==> config.mk <==
export PLATFORM = sky130hd
export DESIGN_NAME = slice_check_ctrl_flat
export DESIGN_NICKNAME = d
export VERILOG_FILES = /design/src/rtl/slice_check_ctrl_pkg.sv /design/src/rtl/slice_check_ctrl_if.sv /design/src/rtl/slice_check_ctrl_lfsr.sv /design/src/rtl/slice_check_ctrl.sv /design/src/flat_wrapper.sv
export SDC_FILE = /design/constraint.sdc
export NUM_CORES = 1
export LEC_CHECK = 0
export ABC_CLOCK_PERIOD_IN_PS = 3950
export CAP_MARGIN = 10
export CORE_AREA = 8 8 141 143
export CTS_CLUSTER_SIZE = 16
export DETAILED_ROUTE_END_ITERATION = 16
export DIE_AREA = 0 0 149 151
export GPL_TIMING_DRIVEN = 0
export PLACE_DENSITY = 0.52
export SETUP_SLACK_MARGIN = 0.05
export SYNTH_ARGS = -nofsm -noshare
export SYNTH_HDL_FRONTEND = slang
export SYNTH_SLANG_ARGS = --single-unit
==> constraint.sdc <==
create_clock -name clk -period 3.95 [get_ports clk]
set_input_delay 0.79 -clock clk [delete_from_list [all_inputs] [get_ports clk]]
set_output_delay 0.79 -clock clk [all_outputs]
set_load 0.05 [all_outputs]
==> src/rtl/slice_check_ctrl_pkg.sv <==
// Shared definitions for the bit-slice reversal checker and its neighbours.
//   - state_t    : sequencer states
//   - DATA_W_DEF : default stimulus/response width
//   - LFSR_TAPS  : feedback taps of the 8-bit stimulus LFSR (bits 7,5,4,3)
//   - bitrev()   : reference reversal, out[k] = in[DATA_W_DEF-1-k]
package slice_check_ctrl_pkg;

  localparam int DATA_W_DEF = 8;

  localparam logic [7:0] LFSR_TAPS = 8'b1011_1000;

  typedef enum logic [2:0] {
    ST_IDLE,
    ST_LOAD,
    ST_DRIVE,
    ST_SETTLE,
    ST_CHECK,
    ST_DONE
  } state_t;

  function automatic logic [DATA_W_DEF-1:0] bitrev(input logic [DATA_W_DEF-1:0] v);
    logic [DATA_W_DEF-1:0] r;
    r = '0;
    for (int i = 0; i < DATA_W_DEF; i++) begin
      r[i] = v[DATA_W_DEF-1-i];
    end
    return r;
  endfunction

endpackage

==> src/rtl/slice_check_ctrl_if.sv <==
// Control/status bus of the reversal checker plus its stimulus/response pair.
//   master : harness side (drives start/num_vectors/seed and the DUT response)
//   slave  : checker side (drives stimulus and run status/results)
interface slice_check_ctrl_if
  import slice_check_ctrl_pkg::*;
#(
  parameter int DATA_W = DATA_W_DEF,
  parameter int NUM_W  = 16,
  parameter int ERR_W  = 16
);

  logic              start;
  logic [NUM_W-1:0]  num_vectors;
  logic [DATA_W-1:0] seed;
  logic [DATA_W-1:0] stim_o;
  logic [DATA_W-1:0] dut_i;
  logic              busy;
  logic              done;
  logic              pass;
  logic [ERR_W-1:0]  err_count;
  logic [NUM_W-1:0]  first_err_idx;
  logic [DATA_W-1:0] first_err_in;
  logic [DATA_W-1:0] first_err_out;

  modport master (
    output start, num_vectors, seed, dut_i,
    input  stim_o, busy, done, pass, err_count,
           first_err_idx, first_err_in, first_err_out
  );

  modport slave (
    input  start, num_vectors, seed, dut_i,
    output stim_o, busy, done, pass, err_count,
           first_err_idx, first_err_in, first_err_out
  );

endinterface

==> src/rtl/slice_check_ctrl_lfsr.sv <==
// Fibonacci LFSR stimulus source for the reversal checker.
//   clk, rst : clock, asynchronous active-high reset (value returns to 1)
//   load     : load seed (a zero seed is replaced by 1 so the LFSR never locks up)
//   seed     : seed value
//   advance  : shift one step: value <= {value[W-2:0], ^(value & TAPS)}
//   value    : current LFSR state
module slice_check_ctrl_lfsr
  import slice_check_ctrl_pkg::*;
#(
  parameter int           W    = DATA_W_DEF,
  parameter logic [W-1:0] TAPS = W'(LFSR_TAPS)
) (
  input  logic         clk,
  input  logic         rst,
  input  logic         load,
  input  logic [W-1:0] seed,
  input  logic         advance,
  output logic [W-1:0] value
);

  logic [W-1:0] value_reg;
  logic [W-1:0] value_next;
  logic         feedback;

  assign feedback = ^(value_reg & TAPS);

  always_comb begin
    value_next = value_reg;
    if (load) begin
      value_next = (seed == '0) ? W'(1) : seed;
    end else if (advance) begin
      value_next = {value_reg[W-2:0], feedback};
    end
  end

  always_ff @(posedge clk or posedge rst) begin
    if (rst) begin
      value_reg <= W'(1);
    end else begin
      value_reg <= value_next;
    end
  end

  assign value = value_reg;

endmodule

==> src/rtl/slice_check_ctrl.sv <==
// Self-checking sequencer for the bit-slice reversal datapath.
// Drives LFSR vectors on stim_o, waits SETTLE cycles, then compares dut_i
// against the bit-reversed stimulus, counting (saturating) mismatches and
// capturing the first one of the run.
//   clk, rst : clock, asynchronous active-high reset
//   bus      : slave side of slice_check_ctrl_if
//              (start/num_vectors/seed/dut_i in; stim_o/busy/done/pass/
//               err_count/first_err_idx/first_err_in/first_err_out out)
// Timing: accepted start -> LOAD (1 cycle), then per vector DRIVE (1),
// SETTLE (SETTLE), CHECK (1); done rises 1 + num*(SETTLE+2) cycles after start.
module slice_check_ctrl
  import slice_check_ctrl_pkg::*;
#(
  parameter int DATA_W = DATA_W_DEF,
  parameter int NUM_W  = 16,
  parameter int SETTLE = 2,
  parameter int ERR_W  = 16
) (
  input  logic              clk,
  input  logic              rst,
  slice_check_ctrl_if.slave bus
);

  localparam int CNT_W = (SETTLE > 1) ? $clog2(SETTLE) : 1;

  state_t            state_reg, state_next;
  logic [NUM_W-1:0]  num_reg;
  logic [NUM_W-1:0]  idx_reg;
  logic [CNT_W-1:0]  settle_cnt_reg;
  logic [DATA_W-1:0] stim_reg;
  logic [ERR_W-1:0]  err_reg;
  logic [NUM_W-1:0]  first_idx_reg;
  logic [DATA_W-1:0] first_in_reg;
  logic [DATA_W-1:0] first_out_reg;

  logic              start_accept;
  logic              lfsr_adv;
  logic [DATA_W-1:0] lfsr_value;
  logic [DATA_W-1:0] stim_rev;
  logic              mismatch;
  logic              last_vec;

  slice_check_ctrl_lfsr #(
    .W    (DATA_W),
    .TAPS (DATA_W'(LFSR_TAPS))
  ) u_lfsr (
    .clk     (clk),
    .rst     (rst),
    .load    (start_accept),
    .seed    (bus.seed),
    .advance (lfsr_adv),
    .value   (lfsr_value)
  );

  // Expected DUT response: plain rewiring of the held stimulus.
  generate
    for (genvar gi = 0; gi < DATA_W; gi++) begin : g_rev
      assign stim_rev[gi] = stim_reg[DATA_W-1-gi];
    end
  endgenerate

  assign mismatch = (bus.dut_i != stim_rev);
  assign last_vec = ((idx_reg + NUM_W'(1)) == num_reg);

  // Next-state logic. Start is only honoured once the state register
  // actually reads IDLE or DONE, so a start in the cycle DONE is entered is lost.
  always_comb begin
    state_next   = state_reg;
    start_accept = 1'b0;
    lfsr_adv     = 1'b0;
    unique case (state_reg)
      ST_IDLE, ST_DONE: begin
        if (bus.start) begin
          state_next   = ST_LOAD;
          start_accept = 1'b1;
        end
      end
      ST_LOAD:   state_next = (num_reg == '0) ? ST_DONE : ST_DRIVE;
      ST_DRIVE: begin
        state_next = ST_SETTLE;
        lfsr_adv   = 1'b1;
      end
      ST_SETTLE: begin
        if (settle_cnt_reg == '0) begin
          state_next = ST_CHECK;
        end
      end
      ST_CHECK:  state_next = last_vec ? ST_DONE : ST_DRIVE;
      default:   state_next = ST_IDLE;
    endcase
  end

  always_ff @(posedge clk or posedge rst) begin
    if (rst) begin
      state_reg <= ST_IDLE;
    end else begin
      state_reg <= state_next;
    end
  end

  // Run parameters, counters and first-mismatch capture. Everything is
  // latched/cleared on the accepting edge so later input changes are ignored.
  always_ff @(posedge clk or posedge rst) begin
    if (rst) begin
      num_reg        <= '0;
      idx_reg        <= '0;
      settle_cnt_reg <= '0;
      stim_reg       <= '0;
      err_reg        <= '0;
      first_idx_reg  <= '0;
      first_in_reg   <= '0;
      first_out_reg  <= '0;
    end else begin
      if (start_accept) begin
        num_reg       <= bus.num_vectors;
        idx_reg       <= '0;
        err_reg       <= '0;
        first_idx_reg <= '0;
        first_in_reg  <= '0;
        first_out_reg <= '0;
      end

      if (state_reg == ST_DRIVE) begin
        stim_reg       <= lfsr_value;
        settle_cnt_reg <= CNT_W'(SETTLE - 1);
      end else if ((state_reg == ST_SETTLE) && (settle_cnt_reg != '0)) begin
        settle_cnt_reg <= settle_cnt_reg - CNT_W'(1);
      end

      if (state_reg == ST_CHECK) begin
        idx_reg <= idx_reg + NUM_W'(1);
        if (mismatch) begin
          if (err_reg != '1) begin
            err_reg <= err_reg + ERR_W'(1);
          end
          // err_count saturates and never returns to zero within a run,
          // so zero reliably marks "no mismatch captured yet".
          if (err_reg == '0) begin
            first_idx_reg <= idx_reg;
            first_in_reg  <= stim_reg;
            first_out_reg <= bus.dut_i;
          end
        end
      end
    end
  end

  assign bus.stim_o        = stim_reg;
  assign bus.busy          = (state_reg inside {ST_LOAD, ST_DRIVE, ST_SETTLE, ST_CHECK});
  assign bus.done          = (state_reg == ST_DONE);
  assign bus.pass          = (state_reg == ST_DONE) && (err_reg == '0);
  assign bus.err_count     = err_reg;
  assign bus.first_err_idx = first_idx_reg;
  assign bus.first_err_in  = first_in_reg;
  assign bus.first_err_out = first_out_reg;

endmodule

==> src/flat_wrapper.sv <==
// flat-port wrapper written by rule: the top's interface ports become plain ports
module slice_check_ctrl_flat import slice_check_ctrl_pkg::*;
#(
  parameter int DATA_W = DATA_W_DEF,
  parameter int NUM_W  = 16,
  parameter int SETTLE = 2,
  parameter int ERR_W  = 16
)
  (clk, rst, bus_start, bus_num_vectors, bus_seed, bus_dut_i, bus_stim_o, bus_busy, bus_done, bus_pass, bus_err_count, bus_first_err_idx, bus_first_err_in, bus_first_err_out);
  slice_check_ctrl_if #(.DATA_W(DATA_W), .NUM_W(NUM_W), .ERR_W(ERR_W)) bus_i ();
  input  logic clk;
  input  logic rst;
  input wire logic [$bits(bus_i.start)-1:0] bus_start;
  input wire logic [$bits(bus_i.num_vectors)-1:0] bus_num_vectors;
  input wire logic [$bits(bus_i.seed)-1:0] bus_seed;
  input wire logic [$bits(bus_i.dut_i)-1:0] bus_dut_i;
  output wire logic [$bits(bus_i.stim_o)-1:0] bus_stim_o;
  output wire logic [$bits(bus_i.busy)-1:0] bus_busy;
  output wire logic [$bits(bus_i.done)-1:0] bus_done;
  output wire logic [$bits(bus_i.pass)-1:0] bus_pass;
  output wire logic [$bits(bus_i.err_count)-1:0] bus_err_count;
  output wire logic [$bits(bus_i.first_err_idx)-1:0] bus_first_err_idx;
  output wire logic [$bits(bus_i.first_err_in)-1:0] bus_first_err_in;
  output wire logic [$bits(bus_i.first_err_out)-1:0] bus_first_err_out;
  assign bus_i.start = bus_start;
  assign bus_i.num_vectors = bus_num_vectors;
  assign bus_i.seed = bus_seed;
  assign bus_i.dut_i = bus_dut_i;
  assign bus_stim_o = bus_i.stim_o;
  assign bus_busy = bus_i.busy;
  assign bus_done = bus_i.done;
  assign bus_pass = bus_i.pass;
  assign bus_err_count = bus_i.err_count;
  assign bus_first_err_idx = bus_i.first_err_idx;
  assign bus_first_err_in = bus_i.first_err_in;
  assign bus_first_err_out = bus_i.first_err_out;
  slice_check_ctrl #(.DATA_W(DATA_W), .NUM_W(NUM_W), .SETTLE(SETTLE), .ERR_W(ERR_W)) u_core (.clk(clk), .rst(rst), .bus(bus_i));
endmodule
== Yosys cells after proc, flatten, opt, wreduce, memory -nomap -nowiden ==
Cells that the tools add are included.

* Output and inout bits: 59
* Input port bits: 35
* Logic and storage cells: 67
* Register bits: 100

* Reduce and logical (&&, ||, !) cells: 13
* Equal/unequal tests: 10
* Muxes and demuxes: 31
* Add/subtract/negate cells: 3

{| class="wikitable"
|+ Operator list
! cell !! count
|-
| $mux 16 || 10
|-
| $mux 8 || 11
|-
| $add 16x1->16 const B || 2
|-
| $logic_not 16->1 || 2
|-
| $eq 16x16->1 || 1
|-
| $ne 16x16->1 const B || 1
|-
| $pmux 3 s5 || 1
|-
| $mux 3 || 4
|-
| $logic_not 8->1 || 1
|-
| $ne 8x8->1 || 1
|-
| $reduce_xor 8->1 || 1
|-
| $eq 3x2->1 const B || 2
|-
| $eq 3x3->1 const B || 2
|-
| $reduce_bool 2->1 || 3
|-
| $mux 1 || 5
|-
| $ne 2x2->1 const B || 2
|-
| $reduce_bool 4->1 || 1
|-
| $eq 3x1->1 const B || 1
|-
| $logic_not 3->1 || 1
|-
| $logic_and 1x1->1 || 2
|-
| $reduce_and 2->1 || 1
|-
| $reduce_or 2->1 || 1
|-
| $sub 1x1->1 const B || 1
|}

== Depth between registers and ports, before layout ==
* Depth in word-level cells: 7
* Mapped depth: 9

== Modules after synthesis ==
Synthesis repeated with hierarchy kept, for this count alone.

* Cell total of the unflattened synthesis: 567
* Area, all modules: 5208.7 um^2

{| class="wikitable"
|+ By module, submodules not included
! module !! sequential area each (um^2) !! area an instance (um^2) !! cells an instance !! instances
|-
| slice_check_ctrl || 2302.2 || 4800.9 || 526 || 1
|-
| slice_check_ctrl_lfsr || 201.4 || 407.9 || 41 || 1
|}

== Worst setup path after synthesis ==
OpenSTA, ideal clock, no wires.

* Kind: reg-to-output
* From: register u_core.err_reg[1], in the netlist u_core.bus.err_count[1]
* To: output port bus_pass
* Stages on the path, launching flop included: 6
* Arrival: 2.248 ns
* Data required time: 3.160 ns
* Path slack: 0.912 ns
* Cell sequence: dfrtp_1 -> inv_1 -> ha_1 -> nor4b_1 -> nand4_1 -> nor3_1

* Longest elaborated chain between the ends: 2

{| class="wikitable"
|+ RTL lines
! what !! line !! text
|-
| start: declaration || slice_check_ctrl.sv:31 || <nowiki>logic [ERR_W-1:0] err_reg;</nowiki>
|-
| start signal: assignment || slice_check_ctrl.sv:134 || <nowiki>err_reg <= err_reg + ERR_W'(1);</nowiki>
|-
| $logic_not 16->1 || slice_check_ctrl.sv:151 || <nowiki>assign bus.pass = (state_reg == ST_DONE) && (err_reg == '0);</nowiki>
|-
| $logic_and 1x1->1 || slice_check_ctrl.sv:151 ||
|-
| end: declaration || flat_wrapper.sv:20 || <nowiki>output wire logic [$bits(bus_i.pass)-1:0] bus_pass;</nowiki>
|}

Every way passes these cells.

== Final worst setup path ==
* From: register u_core.err_reg[0], in the netlist u_core.bus.err_count[0]
* To: output port bus_pass

The elaborated chain is that of the path after synthesis.

==> run_results.csv <==
group,metric,value,unit
timing,finClkSkew,0.00909,ns
timing,fin_crit_sh,0.880,
clocking,cts.repair.resized,0,
die,io_pins,94,
layout,drive_above_1_share,0.0789,
detailed_routing,first_iter_violations,258,
power,p_leak,2.81,nW
timing,setup_viol_count_final,0,
placement,place_hpwl,11200,um
yosys,syn-num-nets,612,
yosys,synth_edf_count,0,
yosys,syn_area_per_cell,9.03,um2
timing,worst_slew_pin_slew,0.654,ns
yosys,syn_inst,574,
outcome,status,"finished, final reports clean",
grt,use_met1,0.167,
layout,multiInputGateArea,2480,um2
layout,final_util,0.382,
run,cap_violations,0,
clocking,cts.sinks,100,
layout,fin_nets,717,
grt,grt_pass1_vias,4532,
yosys,synth_area,5180,um2
layout,nFillCells,1787,
worst_setup_path,crit_required,3.16,ns
worst_setup_path,path_max_fanout,7,
detailed_routing,drtAntennaViolNets,0,
clocking,numCtsBuffers,9,
grt,overflow,0,
worst_setup_path,cp-start-kind,"flop",
timing,fin_tns_setup,0,ns
timing,fmaxAchievable,288,MHz
yosys,ys_seq_elements,100,
worst_setup_path,timing_worst_setup_path_type,"flop to output port",
layout,diodes,0,
clocking,htree_levels,3,
die,die_area,22500,um2
timing,final_hold_viol_count,0,
yosys,synth_cell_type_count,57,
worst_setup_path,end_kind,"output port",
clocking,clk_pin_slew,0.07,ns
yosys,ys_seq_area_frac,0.483,
placement,gp_congestion,0.832,
grt,track_usage,0.133,
power,power_density,658,nW/um2
placement,io_buffers,93,
die,rows,49,
detailed_routing,routed_wl,14800,um
clocking,post_cts_buffers,0,
clocking,ctsHoldBuffers,0,
detailed_routing,dr.pass1.iters,4,
grt,met3_usage,0.0233,
clocking,cts_buffer_depth,2,
grt,grt_pass1_wl,23800,um
grt,antenna_found_initial,0,
clocking,cts-root-buf,"clkbuf_16",
timing,min_period,3.48,ns
yosys,ys_warn_count,0,
detailed_routing,wl_per_cell,16.2,um
yosys,ys_async_sr_fraction,1.00,
worst_setup_path,arrival,2.69,ns
worst_setup_path,crit_family,"buffers and inverters",
die,die_w,149,um
worst_setup_path,critPathSlowestCell,"clkdlybuf4s50_1",
clocking,cts_tree,"done",
grt,grt_max_degree,66,
layout,syn_to_final_growth,30.3,%
die,core_area,17700,um2
timing,slew_headroom,0.564,
worst_setup_path,cp_cell_sequence,"inv_1, ha_1, nor4b_1, nand4_1, nor3_1, clkdlybuf4s50_1",
detailed_routing,vias_per_cell,4.83,
layout,regArea,2500,um2
grt,grt.busiest_layer,"met2",
power,vdd_ir_drop_max,251,uV
die,initial_core_util,0.293,
timing,drv_slew,0,
worst_hold_path,hold_path_class,"flop to flop",
grt,use_met2,0.221,
worst_setup_path,path_buf_inv,2,
die,fp.dieH,151,um
detailed_routing,drc_errors,0,
worst_setup_path,max_stage_delay,0.87,ns
timing,grt_setup_unrepaired,"false",
yosys,synth_ff_type,"dfrtp_1",
detailed_routing,vias,4411,
clocking,insertion_delay,0.35,ns
kinds of logic (layout without fill, tap and decap cells):
| family | Yosys count | in the layout | synth area share |
|---|---|---|---|
| compound gates | 112 | 112 | 0.126 |
| xor+xnor | 37 | 37 | 0.0625 |
| fa+ha+maj | 3 | 3 | 0.00725 |
| buf+inv | 46 | 156 | 0.0389 |
| flops | 100 | 100 | 0.483 |
| mux | 21 | 21 | 0.0427 |
| simple gates | 255 | 255 | 0.240 |
synthesized netlist by cell type, types with 4 or more instances:
master,instances,area [um2]
dfrtp_1,99,2480
nor4_1,11,68.8
nand2_1,150,563
mux2_2,9,101
buf_4,4,30.0
nand3b_1,6,45.0
clkbuf_1,16,60.1
nand4_1,12,75.1
o211ai_1,4,30.0
and3_1,4,25.0
mux2i_1,12,120
xnor2_1,19,166
o21ai_0,28,140
buf_2,10,50.1
buf_1,7,26.3
nor3_1,9,45.0
o21ai_1,41,205
a21oi_1,11,55.1
o31ai_1,11,82.6
nor2_1,23,86.3
xor2_1,18,158
inv_1,7,26.3
nand3_1,13,65.1
area by class of cell:
type                    instances  area share
flip-flops and latches        100       0.371
multi-input cells             428       0.367
repair buffers                 94       0.142
well taps                     229      0.0425
clock buffers                  12      0.0395
plain buffers                  38      0.0254
clock inverters                 4     0.00797
inverters                       8     0.00482
metal layers:
layer	share of wire	routed length (um)	vias up
met4	0.021	311	0
met5	0	0	-
met3	0.037	546	19
met2	0.47	7010	88
met1	0.47	6920	2104
li1	-	-	2200
metrics by stage:
step	cell area [um2]	instances	hold slack (ns)	worst slack [ns]	power, mW
global placement	6400	896	0.491	-1.04	3.49
CTS	6750	913	0.518	0.429	4.49
global route	6750	913	0.524	0.313	4.73
detailed placement	6430	897	0.507	0.826	3.54
finish	6750	913	0.511	0.474	4.44
floorplan	5180	574	0.461	0.543	2.88
cells in the final DEF (no fill, tap or decap), types with 3 or more instances in the layout:
| cell type | Yosys | layout |
|---|---|---|
| xnor2_1 | 19 | 19 |
| nand2b_1 | 3 | 3 |
| nor3_1 | 9 | 9 |
| o21ai_0 | 28 | 28 |
| o31ai_1 | 11 | 11 |
| a21o_1 | 3 | 3 |
| clkbuf_8 | 0 | 3 |
| nand2_1 | 150 | 150 |
| clkbuf_1 | 16 | 16 |
| nand3b_1 | 6 | 6 |
| nor2_1 | 23 | 23 |
| and3_1 | 4 | 4 |
| mux2i_1 | 12 | 12 |
| clkdlybuf4s50_1 | 0 | 93 |
| clkbuf_16 | 0 | 9 |
| dfrtp_1 | 99 | 99 |
| o21ai_1 | 41 | 41 |
| nor4_2 | 3 | 3 |
| buf_4 | 4 | 4 |
| inv_1 | 7 | 6 |
| nand4_1 | 12 | 12 |
| o211ai_1 | 4 | 4 |
| a21oi_1 | 11 | 11 |
| nor4_1 | 11 | 11 |
| xor2_1 | 18 | 18 |
| or4_1 | 3 | 3 |
| mux2_2 | 9 | 9 |
| buf_2 | 10 | 10 |
| ha_1 | 3 | 3 |
| buf_1 | 7 | 7 |
| nand3_1 | 13 | 13 |
report_power, final:
group | internal, mW | switching, mW | leakage, nW
registers | 1.29 | 0.282 | 1.33
clock network | 0.545 | 0.396 | 0.151
logic | 0.722 | 1.20 | 1.32
total | 2.56 | 1.88 | 2.81
worst paths after layout:
| check | endpoint | from | depth (start not counted) | slack (ns) |
|---|---|---|---|---|
| setup reg to reg | u_core.state_reg[1] | u_core.idx_reg[0] | 7 | 1.40 |
| hold reg to reg | u_core.bus.first_err_idx[5] | u_core.bus.first_err_idx[5] | 2 | 0.51 |
| hold / removal | u_core.bus.first_err_idx[5] | u_core.bus.first_err_idx[5] | 2 | 0.51 |
| setup / recovery | bus_pass | u_core.bus.err_count[0] | 6 | 0.47 |
| max in group asynchronous | u_core.idx_reg[4] | rst | 3 | 2.45 |
| min in group asynchronous | u_core.u_lfsr.value[1] | rst | 2 | 0.81 |
worst register-to-register path: cells and delay by family (launching register included):
kind,cells,cell delay [ns]
fa+ha+maj,1,0.35
compound gates,3,0.64
flops,1,0.51
simple gates,3,0.94
Power figures use the tool's default switching activity.
